**config.mk**
```make
export PLATFORM = sky130hd
export DESIGN_NAME = bit_serial_adder
export DESIGN_NICKNAME = d
export VERILOG_FILES = /design/src/rtl/bit_serial_adder.sv
export SDC_FILE = /design/constraint.sdc
export NUM_CORES = 1
export LEC_CHECK = 0
export BUFFER_PORTS_ARGS = -buffer_cell sky130_fd_sc_hd__buf_2
export CAP_MARGIN = 20
export CORE_MARGIN = 8
export CORE_UTILIZATION = 59
export DETAILED_ROUTE_END_ITERATION = 8
export PLACE_DENSITY = 0.95
export SLEW_MARGIN = 20
export SYNTH_ARGS = -nofsm -noshare
export SYNTH_HDL_FRONTEND = slang
export SYNTH_HIERARCHICAL = 1
export SYNTH_SLANG_ARGS = --single-unit
```
**constraint.sdc**
```tcl
create_clock -name clk -period 2.8 [get_ports clk]
set_clock_uncertainty 0.2 [all_clocks]
set_input_delay 0.56 -clock clk [delete_from_list [all_inputs] [get_ports clk]]
set_output_delay 0.56 -clock clk [all_outputs]
set_load 0.02 [all_outputs]
```
**src/rtl/bit_serial_adder.sv**
```systemverilog
// bit_serial_adder
// ----------------
// Adds two WIDTH-bit operands plus a carry-in by passing one bit per clock
// through a single full_adder cell, LSB first. The carry ripples through a
// one-bit register instead of a chain of cells.
//
// Ports:
//   clk    - rising-edge clock
//   rst_n  - asynchronous active-low reset
//   start  - request, sampled only while idle
//   a, b   - operands, captured on the accepting edge
//   cin    - initial carry, captured on the accepting edge
//   busy   - high whenever an operation is in progress (RUN or DONE)
//   done   - one-cycle pulse marking a fresh result
//   sum    - registered result, held until the next completion
//   cout   - registered final carry, held until the next completion

// One-bit full adder cell that the serial stage time-shares.
module full_adder (
  input  logic augend,
  input  logic addend,
  input  logic carry_in,
  output logic sum,
  output logic carry_out
);
  assign sum       = augend ^ addend ^ carry_in;
  assign carry_out = (augend & addend) | (carry_in & (augend ^ addend));
endmodule

module bit_serial_adder #(
  parameter int WIDTH = 8
) (
  input  logic             clk,
  input  logic             rst_n,
  input  logic             start,
  input  logic [WIDTH-1:0] a,
  input  logic [WIDTH-1:0] b,
  input  logic             cin,
  output logic             busy,
  output logic             done,
  output logic [WIDTH-1:0] sum,
  output logic             cout
);

  localparam int CW = $clog2(WIDTH);
  localparam logic [CW-1:0] LAST = CW'(WIDTH - 1);

  typedef enum logic [1:0] {
    IDLE = 2'd0,
    RUN  = 2'd1,
    DONE = 2'd2
  } state_t;

  state_t state_reg, state_next;

  logic [WIDTH-1:0] a_sh_reg;
  logic [WIDTH-1:0] b_sh_reg;
  // The lowest bit of the partial-sum shifter would be shifted out on the
  // same edge the final result is taken from sum_step, so it is never read
  // and is not stored.
  logic [WIDTH-1:1] sum_sh_reg;
  logic             carry_reg;
  logic [CW-1:0]    cnt_reg;
  logic [WIDTH-1:0] sum_reg;
  logic             cout_reg;

  logic             fa_sum;
  logic             fa_cout;
  logic [WIDTH-1:0] sum_step;

  full_adder u_fa (
    .augend    (a_sh_reg[0]),
    .addend    (b_sh_reg[0]),
    .carry_in  (carry_reg),
    .sum       (fa_sum),
    .carry_out (fa_cout)
  );

  // New sum bit enters at the MSB; after WIDTH shifts bit 0 lands at bit 0.
  assign sum_step = {fa_sum, sum_sh_reg[WIDTH-1:1]};

  // State register
  always_ff @(posedge clk or negedge rst_n) begin
    if (!rst_n) begin
      state_reg <= IDLE;
    end else begin
      state_reg <= state_next;
    end
  end

  // Next-state logic
  always_comb begin
    state_next = state_reg;
    case (state_reg)
      IDLE:    if (start) state_next = RUN;
      RUN:     if (cnt_reg == LAST) state_next = DONE;
      DONE:    state_next = IDLE;
      default: state_next = IDLE;
    endcase
  end

  // Datapath: operand shifters, carry, bit counter and result registers
  always_ff @(posedge clk or negedge rst_n) begin
    if (!rst_n) begin
      a_sh_reg   <= '0;
      b_sh_reg   <= '0;
      sum_sh_reg <= '0;
      carry_reg  <= 1'b0;
      cnt_reg    <= '0;
      sum_reg    <= '0;
      cout_reg   <= 1'b0;
    end else begin
      case (state_reg)
        IDLE: begin
          if (start) begin
            a_sh_reg   <= a;
            b_sh_reg   <= b;
            carry_reg  <= cin;
            cnt_reg    <= '0;
            sum_sh_reg <= '0;
          end
        end
        RUN: begin
          a_sh_reg   <= {1'b0, a_sh_reg[WIDTH-1:1]};
          b_sh_reg   <= {1'b0, b_sh_reg[WIDTH-1:1]};
          sum_sh_reg <= sum_step[WIDTH-1:1];
          carry_reg  <= fa_cout;
          cnt_reg    <= cnt_reg + 1'b1;
          // Outputs are only touched on the final bit so they never show
          // a partially built result.
          if (cnt_reg == LAST) begin
            sum_reg  <= sum_step;
            cout_reg <= fa_cout;
          end
        end
        default: ;
      endcase
    end
  end

  assign busy = (state_reg != IDLE);
  assign done = (state_reg == DONE);
  assign sum  = sum_reg;
  assign cout = cout_reg;

endmodule

```
==> impl_metrics.tcl <==
set metrics [dict create \
    outcome "finished, final reports clean" \
    fin_crit_sh_pct 82.9 \
    slew-limit-headroom_pct 46.2 \
    cpMaxStageDelayCell "dfrtp_1" \
    design.die.area_mm2 0.00498 \
    n_antenna_cell 0 \
    timing.critical_path.fanout_max 23 \
    wl_per_cell_um 16.0 \
    finish.utilization_pct 65.5 \
    yosysWarningCount 6 \
    cell_area_after_synthesis_mm2 0.00176 \
    cells_traversed_along_the_worst_timing_path "buf_4, nor2_1, buf_2" \
    routing_usage_on_met3_pct 7.20 \
    power_leakage_nw 0.911 \
    synth.avg_cell_area_um2 11.7 \
    synth_top_cells_by_count "dfrtp_1, nor3_1, o22ai_1, a22o_1, mux2_4" \
    routed_wirelength_um 3380 \
    max-cap-violations 0 \
    power.switching_fraction_pct 38.1 \
    timing.setup.tns_ns 0 \
    worst_path_dominant_cell_family "flip-flops" \
    post-synth-top-count-cell "dfrtp_1" \
    finish.net_count 200 \
    slew_viol_final 0 \
    crit_cells 3 \
    max_slew.worst_pin.slew_ns 0.806 \
    syn-num-nets 173 \
    cts_made_buffers 5 \
    max_freq_ghz 0.431 \
    grt_antenna_before_repair 0 \
    rsz0062_at_grt "false" \
    power-per-cell-area_mw_per_mm2 1110 \
    synth-seq-area-share_pct 54.1 \
    cp_slowest_stage_delay_ns 0.64 \
    synth-seq-cells 38 \
    net-switching-power_mw 0.815 \
    post-cts-setup-buffers 0 \
    ys_dominant_reg_cell "dfrtp_1" \
    grt_most_used_layer "met2" \
    placement_rows 20 \
    grtUsageMet1_pct 18.1 \
    htree_levels 2 \
    grt_usage_pct 15.1 \
    cts_tree "yes" \
    seqPwrFrac_pct 46.8 \
    detail_route.first_pass.iterations 4 \
    drt_iter0_drc 74 \
    path_buf_inv 2 \
    type_of_destination_of_the_critical_path "output pin" \
    synthTopCellsByArea "dfrtp_1, nor3_1, mux2_4" \
    cts.reportedPaths.clkPinSlew_ns 0.11 \
    synth-edff-count 0 \
    power.ir.vdd_worst_mv 0.557 \
    ys_async_sr_fraction_pct 100 \
    routed_via_density 6.00 \
    die-height_um 70.6 \
    worst_r2r_path_depth 3 \
    count_of_final_hold_check_violations 0 \
    clock_path_buffers 2 \
    vias 1267 \
    clk_root_buffer_cell "clkbuf_4" \
    clock_latency_ns 0.34 \
    critical_path.startpoint_type "flop" \
    global_route.overflow_total 0 \
    cellInternalPower_mw 1.33 \
    synth_top_cell_area_share_pct 54.1 \
    port-buffer-count 30 \
    share_of_layout_cells_above_drive_strength_1_pct 29.8 \
    power.share.combinational_pct 39.5 \
    synthToLayoutAreaGrowth_pct 10.1 \
    grt_start_max_net_pins 39 \
    post_cts_resize_count 0 \
    finalSetupViolCount 0 \
    grtUsageMet2_pct 23.5 \
    synthDominantAreaCellType "dfrtp_1" \
    design.core.area_mm2 0.00295 \
    start_util_pct 59.5 \
    kind_of_critical_path "reg2out" \
    dp_hpwl_um 2420 \
    synthesis.instances 150 \
    drt_drc_violations_left 0 \
    total_power_mw 2.14 \
    grt_pass1_wl_um 6110 \
    detail-route-antenna-nets 0 \
    pwr-share-clk_pct 13.7 \
    final_gp_congestion 0.757 \
    number_of_global_route_vias_before_repair 1321 \
    timing.hold.worst.class "in2async" \
    worst-endpoint-arrival_ns 1.56 \
    finalCriticalPeriod_ns 2.32 \
    holdBufCountCts 0 \
    num_io_pins 31 \
    die_x_um 70.6 \
    clkSinkCount 38 \
    critical_path_required_ns 2.04 \
    synth_cell_type_count 25 \
]
## final cells by class
| class | count | area, um2 |
|---|---|---|
| tap | 33 | 41.3 |
| timing repair buffer | 31 | 158 |
| multi-input combinational | 98 | 713 |
| clock inverter | 1 | 5.00 |
| clock buffer | 7 | 55.1 |
| fill | 234 | 1020 |
| sequential | 38 | 951 |
| inverter | 3 | 11.3 |
## cell usage in the layout (no fill, tap or decap), types with 2 or more instances in the layout
| cell | instances |
|---|---|
| dfrtp_1 | 38 |
| nor3_1 | 36 |
| buf_2 | 30 |
| o22ai_1 | 15 |
| mux2_4 | 9 |
| a22o_1 | 9 |
| nor2_1 | 6 |
| o21ai_0 | 5 |
| clkbuf_4 | 5 |
| inv_1 | 3 |
| o32ai_1 | 3 |
| nand2_1 | 3 |
| or2_2 | 2 |
| ha_1 | 2 |
## routing by layer
layer / vias up / routed length, um
met5: - / 0
met2: 40 / 1590
met4: 0 / 40
li1: 611 / -
met3: 4 / 252
met1: 612 / 1490
## power by group through the flow
stage	sequential (mW)	combinational, mW	clock, mW
floorplan	1.02	0.669	0
global placement	0.986	0.812	0
detailed placement	1.01	0.854	0
CTS	1.00	0.857	0.310
global route	1.03	0.938	0.332
finish	1.00	0.846	0.294
## metrics by stage
| stage | hold slack (ns) | cells | worst slack, ns | instance area [um2] |
|---|---|---|---|---|
| detailed placement | 0.295 | 203 | 0.860 | 1870 |
| floorplan | 0.0644 | 150 | 0.973 | 1760 |
| CTS | 0.111 | 211 | 0.461 | 1930 |
| global placement | 0.285 | 203 | 0.903 | 1870 |
| finish | 0.0917 | 211 | 0.479 | 1930 |
| global route | 0.142 | 211 | 0.359 | 1930 |
## final timing paths
kind,from,end,slack (ns)
setup / recovery,state_reg[0]$_DFFE_PN0P_,done,0.48
hold / removal,rst_n,sum[2]$_DFFE_PN0P_,0.09
setup reg to reg,state_reg[0]$_DFFE_PN0P_,sum[7]$_DFFE_PN0P_,0.99
hold reg to reg,cnt_reg[0]$_DFFE_PN0P_,cnt_reg[0]$_DFFE_PN0P_,0.31
max in group asynchronous,rst_n,b_sh_reg[3]$_DFFE_PN0P_,1.79
min in group clk,a[7],a_sh_reg[7]$_DFFE_PN0P_,0.26
## kinds of logic (layout without fill, tap and decap cells)
| kind of cell | after synthesis | in the layout | synth area share [%] |
|---|---|---|---|
| buffers and inverters | 14 | 42 | 5.27 |
| muxes | 10 | 10 | 8.26 |
| AOI/OAI and AO/OA | 33 | 33 | 13.4 |
| and+or+nand+nor | 52 | 52 | 16.4 |
| DFF | 38 | 38 | 54.1 |
| adders and majority gates | 3 | 3 | 2.56 |
No activity file was read; power rests on OpenSTA's default activity.
